**config.mk**
```make
export PLATFORM = sky130hd
export DESIGN_NAME = rv_hazard_ctrl
export DESIGN_NICKNAME = d
export VERILOG_FILES = /design/src/rtl/rv_hazard_ctrl.sv
export SDC_FILE = /design/constraint.sdc
export NUM_CORES = 1
export LEC_CHECK = 0
export ABC_AREA = 1
export CAP_MARGIN = 20
export CORE_MARGIN = 2
export CORE_UTILIZATION = 50
export CTS_BUF_LIST = sky130_fd_sc_hd__clkbuf_4 sky130_fd_sc_hd__clkbuf_8
export DETAILED_ROUTE_END_ITERATION = 7
export HOLD_SLACK_MARGIN = 0.08
export PLACE_DENSITY = 0.85
export RECOVER_POWER = 100
export SLEW_MARGIN = 25
export SYNTH_ARGS = -nofsm -noshare
export SYNTH_HDL_FRONTEND = slang
export SYNTH_SLANG_ARGS = --single-unit
```
**constraint.sdc**
```tcl
create_clock -name i_clk -period 1.3 [get_ports i_clk]
set_input_delay 0.195 -clock i_clk [delete_from_list [all_inputs] [get_ports i_clk]]
set_output_delay 0.195 -clock i_clk [all_outputs]
set_load 0.005 [all_outputs]
```
**src/rtl/rv_hazard_ctrl.sv**
```systemverilog
// Hazard controller: destination scoreboard, bypass selects, load-use stall and flush sequencing.
// Optional build macro RV_BP_WR_BACK_EN enables the wr_back bypass (S_WR match) and the S_WB slot.
package rv_hazard_ctrl_pkg;
    typedef struct packed {
        logic alu2;
        logic memory;
        logic write;
        logic wr_back;
    } ctrl_rs_bp_t;
endpackage

module rv_hazard_ctrl
    import rv_hazard_ctrl_pkg::*;
#(
    parameter int unsigned FLUSH_CYCLES = 2
) (
    input  logic        i_clk,
    input  logic        i_reset_n,
    input  logic        i_dec_valid,
    input  logic [4:0]  i_dec_rs1,
    input  logic [4:0]  i_dec_rs2,
    input  logic [4:0]  i_dec_rd,
    input  logic        i_dec_reg_write,
    input  logic        i_dec_load,
    input  logic        i_flush_req,
    input  logic        i_stall_ext,
    output ctrl_rs_bp_t o_rs1_bp,
    output ctrl_rs_bp_t o_rs2_bp,
    output logic        o_stall,
    output logic        o_flush_dec,
    output logic        o_flush_alu1
);

`ifdef RV_BP_WR_BACK_EN
    localparam int unsigned NSLOT  = 5;
    localparam int unsigned NMATCH = 4;
`else
    // Without wr_back forwarding nothing ever reads S_WR/S_WB, so the chain stops at S_MEM.
    localparam int unsigned NSLOT  = 3;
    localparam int unsigned NMATCH = 3;
`endif

    typedef struct packed {
        logic       valid;
        logic [4:0] rd;
        logic       load;
    } slot_t;

    typedef enum logic [1:0] {RUN, LU_STALL, FLUSH} state_e;

    slot_t       sb_q [NSLOT];
    slot_t       sb_d [NSLOT];
    slot_t       entry;
    state_e      state_q, state_d;
    logic [2:0]  cnt_q, cnt_d;
    ctrl_rs_bp_t rs1_bp_q, rs1_bp_d, rs2_bp_q, rs2_bp_d;
    logic [3:0]  m1, m2;
    logic        flush_go, lu_hazard;

    // Bit i of m = match against slot i; the youngest producer (lowest index) wins.
    function automatic ctrl_rs_bp_t pick(input logic [3:0] m);
        pick = '0;
        if (m[0])      pick.alu2    = 1'b1;
        else if (m[1]) pick.memory  = 1'b1;
        else if (m[2]) pick.write   = 1'b1;
        else if (m[3]) pick.wr_back = 1'b1;
    endfunction

    always_comb begin
        entry.valid = i_dec_valid && i_dec_reg_write && (i_dec_rd != '0);
        entry.rd    = i_dec_rd;
        entry.load  = i_dec_load;

        m1 = '0;
        m2 = '0;
        for (int unsigned i = 0; i < NMATCH; i++) begin
            m1[i] = sb_q[i].valid && (sb_q[i].rd == i_dec_rs1) && (i_dec_rs1 != '0);
            m2[i] = sb_q[i].valid && (sb_q[i].rd == i_dec_rs2) && (i_dec_rs2 != '0);
        end

        flush_go  = i_flush_req || (state_q == FLUSH);
        lu_hazard = (state_q == RUN) && !i_flush_req && !i_stall_ext && i_dec_valid
                    && sb_q[0].load && (m1[0] || m2[0]);

        for (int unsigned i = 0; i < NSLOT; i++) sb_d[i] = sb_q[i];
        state_d  = state_q;
        cnt_d    = cnt_q;
        rs1_bp_d = rs1_bp_q;
        rs2_bp_d = rs2_bp_q;

        if (i_flush_req) begin
            state_d = FLUSH;
            cnt_d   = 3'(FLUSH_CYCLES - 1);
        end else if (state_q == FLUSH) begin
            if (cnt_q == '0) state_d = RUN;
            else             cnt_d   = cnt_q - 3'd1;
        end else if (!i_stall_ext) begin
            state_d = lu_hazard ? LU_STALL : RUN;
        end

        if (!i_stall_ext) begin
            for (int unsigned i = NSLOT - 1; i > 0; i--) sb_d[i] = sb_q[i-1];
            sb_d[0] = (flush_go || lu_hazard) ? '0 : entry;
            rs1_bp_d = (flush_go || lu_hazard || !i_dec_valid) ? '0 : pick(m1);
            rs2_bp_d = (flush_go || lu_hazard || !i_dec_valid) ? '0 : pick(m2);
        end else if (flush_go) begin
            // Frozen pipeline still drops the wrong-path alu1 entry and its bypass.
            sb_d[0]  = '0;
            rs1_bp_d = '0;
            rs2_bp_d = '0;
        end
    end

    always_ff @(posedge i_clk) begin
        if (!i_reset_n) begin
            for (int unsigned i = 0; i < NSLOT; i++) sb_q[i] <= '0;
            state_q  <= RUN;
            cnt_q    <= '0;
            rs1_bp_q <= '0;
            rs2_bp_q <= '0;
        end else begin
            for (int unsigned i = 0; i < NSLOT; i++) sb_q[i] <= sb_d[i];
            state_q  <= state_d;
            cnt_q    <= cnt_d;
            rs1_bp_q <= rs1_bp_d;
            rs2_bp_q <= rs2_bp_d;
        end
    end

    assign o_rs1_bp     = rs1_bp_q;
    assign o_rs2_bp     = rs2_bp_q;
    assign o_stall      = i_reset_n && (i_stall_ext || lu_hazard);
    assign o_flush_dec  = i_reset_n && (state_q == FLUSH);
    assign o_flush_alu1 = i_reset_n && ((state_q == FLUSH) || lu_hazard);

endmodule

```
==> results.sh, run 1 <==
export IMPL_maxCapViolations=0
export IMPL_wl_per_cell_um=12.1
export IMPL_cp_num_buf_inv=2
export IMPL_synth_area_leader_cell="dfxtp_1"
export IMPL_critPathKind="flop to primary output"
export IMPL_min_period_ns=1.62
export IMPL_crit_arrival_ns=1.43
export IMPL_antenna_found_initial=0
export IMPL_area_growth_pct=36.6
export IMPL_tritoncts="yes"
export IMPL_slowest_delay_ns=0.37
export IMPL_portBuffers=30
export IMPL_vias=2192
export IMPL_post_route_util=0.709
export IMPL_clkTransAtPathRegs_ns=0.06
export IMPL_ir_worst_vdd_uv=730
export IMPL_place_gp_congestion=0.993
export IMPL_critPathRequiredTime_ns=1.11
export IMPL_ctsLongestPathBuffers=2
export IMPL_clk_latency_ns=0.28
export IMPL_drtAntennaViolNets=0
export IMPL_path_cells="inv_2 > nand2_2 > nand3_2 > nor2_4 > nand2_4 > nand2_4 > nand2_4 > a21oi_2 > buf_2"
export IMPL_fin_nets=422
export IMPL_dr_pass1_iters=4
export IMPL_area_sequential_um2=614
export IMPL_p_leak_nw=1.34
export IMPL_start_util=0.519
export IMPL_placed_cells=440
export IMPL_syn_inst=325
export IMPL_overflow=0
export IMPL_outcome="complete, but fails checks"
export IMPL_die_area_um2=4690
export IMPL_cp_start_kind="flop"
export IMPL_synth_seq_area_share=0.289
export IMPL_cts_hold_repair_buffers=0
export IMPL_finalPower_w=0.00220
export IMPL_cts_sinks=30
export IMPL_grt_pass1_wl_mm=8.98
export IMPL_hold_path_class="flop to flop"
export IMPL_final_cells=448
export IMPL_finalClockSkew_ns=0.00149
export IMPL_fillers=336
export IMPL_diodes=0
export IMPL_crit_top_cell="nand2_4"
export IMPL_synth_seq_cells=30
export IMPL_finalSetupTns_ns=-2.20
export IMPL_grt_usage=0.256
export IMPL_die_h_um=68.5
export IMPL_multi_input_area_um2=1260
export IMPL_yosys_warnings=0
export IMPL_synth_cell_type_count=33
export IMPL_maxSlewViolCount=0
export IMPL_setup_ws_ns=-0.323
export IMPL_worst_setup_path_end_kind="primary output"
export IMPL_drc=0
export IMPL_placed_area_um2=2740
export IMPL_avgSynthCellArea_um2=6.39
export IMPL_cts_made_buffers=5
export IMPL_violations="negative setup slack"
export IMPL_postLayoutCellArea_um2=2840
export IMPL_finalHoldViolCount=0
export IMPL_hpwl_mm=4.13
export IMPL_htreeDepth=2
export IMPL_first_iter_violations=133
export IMPL_die_w_um=68.5
export IMPL_critical_path_top_delay_family="simple AND/OR/NAND/NOR gates"
export IMPL_crit_fanout=4
export IMPL_design_portCount=33
export IMPL_setup_violations=16
export IMPL_fin_crit_sh=1.25
export IMPL_rows=23
export IMPL_rsz0062_at_grt="true"
export IMPL_syn_area_um2=2080
export IMPL_synth_area_leaders="dfxtp_1 (29%), nand2_1 (18%), nor2_1 (6.1%), a21oi_1 (5.8%), inv_1 (5.8%)"
export IMPL_drive_gt1_frac=0.322
export IMPL_core_um2=4000
export IMPL_grt_max_degree=25
export IMPL_yosysTopAreaCellShare=0.289
export IMPL_grt_pass1_vias=2036
export IMPL_viasPerCell=4.89
export IMPL_wirelength_mm=5.40
export IMPL_clockRootBuffer="clkbuf_8"
export IMPL_clock_fmax_mhz=616
export IMPL_critPathSlowestCell="dfxtp_2"
export IMPL_pwr_density_cell_nw_per_um2=775
-- flip-flops by register name, summed over array words and instances (netlist names) --
signal / count
o_rs2_bp: 3
state_q: 2
cnt_q: 3
sb_q: 19
o_rs1_bp: 3
-- cells by family after synthesis --
family,Yosys count,synth area share
AND/OR/NAND/NOR,180,0.419
buffers and inverters,58,0.120
AO/OA/AOI/OAI,53,0.154
flip-flops,30,0.289
adder cells (fa/ha/maj),2,0.0120
XOR/XNOR,1,0.00422
other,1,0.00181
-- final timing paths --
check,startpoint,end,slack [ns],cells past startpoint
worst min register to register,sb_q[0][20],sb_q[0][20],0.46,2
worst max-delay path,sb_q[0][1],o_flush_alu1,-0.32,9
worst max register to register,sb_q[0][4],sb_q[0][1],-0.15,12
worst min-delay path,sb_q[0][20],sb_q[0][20],0.46,2
-- Yosys cell counts (all sizes together) --
cell    count
a211oi      1
a21oi      34
a31oi       1
buf         7
clkbuf      3
clkinv      2
conb        1
dfxtp      30
ha          2
inv        46
nand2     109
nand3      19
nand4       4
nor2       45
nor3        3
o211ai      1
o21a        1
o21ai      15
xnor2       1
-- where the power goes --
group          switching [W]  internal (W)
Combinational       0.000287      0.000234
Sequential         0.0000280      0.000951
Clock               0.000341      0.000358
Total               0.000656       0.00154
-- stage by stage --
stage | hold slack [ns] | worst slack (ns)
floorplan | 0.333 | -0.0265
global placement | 0.442 | -0.827
detailed placement | 0.454 | -0.837
CTS | 0.462 | -0.323
global route | 0.492 | -0.389
finish | 0.461 | -0.323
-- cell usage in the layout (no fill, tap or decap), types with 2 or more instances in the layout --
| master | netlist | routed |
|---|---|---|
| nand2_1 | 101 | 98 |
| buf_4 | 2 | 37 |
| nor2_1 | 34 | 34 |
| inv_1 | 32 | 24 |
| dfxtp_1 | 30 | 23 |
| a21oi_1 | 24 | 22 |
| inv_2 | 14 | 20 |
| o21ai_0 | 15 | 15 |
| dlygate4sd2_1 | 0 | 15 |
| a21oi_2 | 9 | 11 |
| nand3_1 | 12 | 10 |
| clkdlybuf4s50_1 | 0 | 10 |
| nand3_2 | 7 | 9 |
| nand2_2 | 4 | 6 |
| nor2_2 | 6 | 5 |
| nand2_4 | 4 | 5 |
| clkbuf_8 | 0 | 5 |
| dfxtp_2 | 0 | 5 |
| nor2_4 | 3 | 4 |
| nand4_1 | 4 | 4 |
| clkinv_2 | 0 | 3 |
| buf_2 | 1 | 3 |
| inv_4 | 0 | 2 |
| nor2_8 | 2 | 2 |
| nor3_1 | 2 | 2 |
| ha_1 | 2 | 2 |
| conb_1 | 1 | 2 |
| clkdlybuf4s25_1 | 0 | 2 |
| clkbuf_4 | 0 | 2 |
| buf_6 | 1 | 2 |
| buf_12 | 1 | 2 |
| dfxtp_4 | 0 | 2 |
-- worst register-to-register path: stages, from the launching register on --
cell and delay, ns:
dfxtp_4 0.37, inv_2 0.05, nand2_1 0.04, nand2_1 0.06
clkinv_1 0.07, nand2_2 0.08, nor2_4 0.04, nand2_4 0.06
nand2_4 0.05, nand2_4 0.08, buf_4 0.23, nand3_1 0.12
a21oi_1 0.13
-- what timing repair did --
item                                    CTS  global route
endpoints found under the setup margin   23            21
pin swaps                                 4             1
hold endpoints to repair                  0             0
buffers inserted                          1             0
gates resized for setup                  47            10
-- per-layer routing --
| metal | vias up | global-route usage | share of wire |
|---|---|---|---|
| met5 | - | 0 | 0 |
| met1 | 947 | 0.313 | 0.44 |
| met4 | 0 | 0.0825 | 0.018 |
| met3 | 9 | 0.0395 | 0.057 |
| met2 | 75 | 0.456 | 0.48 |
| li1 | 1161 | - | - |
-- area by class of cell --
class,instances,share of cell area
timing repair buffer,75,0.222
tap,50,0.0220
multi-input combinational,238,0.446
clock inverter,2,0.00353
inverter,48,0.0657
clock buffer,5,0.0243
sequential,30,0.216
(Power assumes the default switching activity.)
==> inputs of run 2 (changes only) <==
- CORE_UTILIZATION: 50 -> 55
- PLACE_DENSITY: 0.85 -> 0.89
- RECOVER_POWER: 100 -> 50
- clock period: 1.3 -> 1.7 ns (I/O delays scaled with it)
==> run 2 against run 1 <==
The run still ends with negative setup slack left. Highest routed layer unchanged. Worst hold slack worse by 0.044 ns. Sequential cell count did not move. Combinational power fell by 26%. Routed wire length rose by 8.6%.
==> results.sh, run 2 (synthesis results as in run 1) <==
export IMPL_outcome="complete, but fails checks"
export IMPL_violations="negative setup slack"
export IMPL_wl_per_cell_um=13.2
export IMPL_post_route_util=0.773
export IMPL_relSlewSlack=0.614
export IMPL_maxCapViolations=0
export IMPL_wirelength_mm=5.87
export IMPL_first_iter_violations=153
export IMPL_die_area_um2=4280
export IMPL_hold_depth=4
export IMPL_die_h_um=65.5
export IMPL_met2_usage=0.510
export IMPL_clk_latency_ns=0.29
export IMPL_rsz0062_at_grt="true"
export IMPL_ir_worst_vdd_uv=480
export IMPL_critPathRequiredTime_ns=1.44
export IMPL_htreeDepth=2
export IMPL_reg2reg_setup_slack_ns=0.24
export IMPL_setup_violations=1
export IMPL_diodes=0
export IMPL_portBuffers=30
export IMPL_core_um2=3630
export IMPL_finalClockSkew_ns=0.00809
export IMPL_gr_usage_met3=0.0411
export IMPL_final_common_cell="nand2_1"
export IMPL_grt_busiest_layer="met2"
export IMPL_rows=22
export IMPL_vias=2263
export IMPL_r2r_end="state_q[1]"
export IMPL_max_flop_register="sb_q"
export IMPL_area_growth_pct=35.2
export IMPL_clkTransAtPathRegs_ns=0.07
export IMPL_crit_arrival_ns=1.47
export IMPL_holdWs_ns=0.416
export IMPL_cp_start_kind="flop"
export IMPL_drtAntennaViolNets=0
export IMPL_clock_fmax_mhz=581
export IMPL_tritoncts="yes"
export IMPL_worst_setup_path_end_kind="primary output"
export IMPL_dr_pass1_iters=5
export IMPL_fin_nets=420
export IMPL_finalSetupTns_ns=-0.0206
export IMPL_grt_max_degree=32
export IMPL_place_gp_congestion=0.902
export IMPL_die_w_um=65.5
export IMPL_hp_start="i_flush_req"
export IMPL_reg2reg_depth=9
export IMPL_hold_path_end="state_q[1]"
export IMPL_layout_common_cells="nand2_1 (98), buf_4 (40), nor2_1 (33)"
export IMPL_fin_crit_sh=1.01
export IMPL_viasPerCell=5.09
export IMPL_cts_hold_repair_buffers=0
export IMPL_design_portCount=33
export IMPL_cts_sinks=30
export IMPL_grt_usage=0.289
export IMPL_pwr_density_cell_nw_per_um2=628
export IMPL_worstMarginPinSlew_ns=0.579
export IMPL_start_util=0.572
export IMPL_cts_made_buffers=5
export IMPL_p_leak_nw=1.34
export IMPL_finalPower_w=0.00176
export IMPL_grt_pass1_vias=2078
export IMPL_grt_pass1_wl_mm=9.41
export IMPL_crit_fanout=4
export IMPL_hpwl_mm=4.32
export IMPL_min_period_ns=1.72
export IMPL_critPathKind="flop to primary output"
export IMPL_ctsLongestPathBuffers=2
export IMPL_grt_util_met1=0.363
export IMPL_clockRootBuffer="clkbuf_8"
export IMPL_drc=0
export IMPL_place_ws_ns=-0.621
export IMPL_drive_gt1_frac=0.307
export IMPL_maxSlewViolCount=0
export IMPL_overflow=0
export IMPL_hold_path_class="input port to flop"
export IMPL_antenna_found_initial=0
export IMPL_finalHoldViolCount=0
export IMPL_worstReg2RegStart="state_q[0]"
export IMPL_setup_ws_ns=-0.0206
export IMPL_largest_reg_flops=19
[run 2: changes by cell type in the layout (fill, tap and decap cells not counted), moves of 3 or more]
cell,delta
buf_4,+3
clkdlybuf4s50_1,+3
dlygate4sd2_1,-5
dlymetal6s2s_1,+3
[run 2: routing by layer]
layer  vias up  wire length [um]
li1       1158                 -
met1      1011              2550
met2        83              2850
met3        11               365
met4         0                95
met5         -                 0
[run 2: timing repair]
action | 4_1_cts | 5_1_grt
pin swaps | 4 | 6
hold endpoints to repair | 0 | 0
setup buffers | 1 | 0
gates cloned | 0 | 0
endpoints found under the setup margin | 3 | 5
gates resized for setup | 30 | 17
[run 2: layout make-up]
cell class	count	area, um2
Tap cell	48	60.1
Timing Repair Buffer	73	592
Multi-Input combinational cell	238	1260
Fill cell	302	825
Clock buffer	7	90.1
Clock inverter	1	5.00
Sequential cell	30	616
Inverter	48	181
[run 2: worst max path at each step]
stage | to | slack, ns | from | depth (start not counted)
4_1_cts | o_flush_alu1 | -0.04 | sb_q[0][4] | 11
6_report | o_flush_alu1 | -0.02 | sb_q[0][3] | 10
2_1_floorplan | o_flush_alu1 | 0.28 | sb_q[0][2] | 9
3_5_place_dp | o_flush_alu1 | -0.62 | i_dec_rs2[0] | 10
3_3_place_gp | o_stall | -0.60 | i_dec_rs1[0] | 10
5_1_grt | o_flush_alu1 | -0.1 | sb_q[0][3] | 10
[run 2: per-stage QoR]
step	std cells	cell area (um2)
5_1_grt	445	2810
3_5_place_dp	436	2690
3_3_place_gp	436	2690
2_1_floorplan	326	2080
6_report	445	2810
4_1_cts	445	2790
[run 2: critical path: stages (launching register included)]
cell and delay [ns]:
dfxtp_2 0.35, inv_2 0.06, nand2_1 0.04, nand2_1 0.09, nand2_2 0.08, nor2_4 0.12, nand2_4 0.06, nand2_4 0.07
nand2_4 0.06, a21oi_2 0.13, buf_2 0.12
[run 2: where the power goes]
| part | leakage [nW] | switching, W | total (W) | internal, W |
|---|---|---|---|---|
| registers | 0.249 | 0.0000221 | 0.000748 | 0.000726 |
| logic | 1.04 | 0.000224 | 0.000387 | 0.000163 |
| clock network | 0.0517 | 0.000287 | 0.000630 | 0.000342 |
| total | 1.34 | 0.000533 | 0.00176 | 0.00123 |
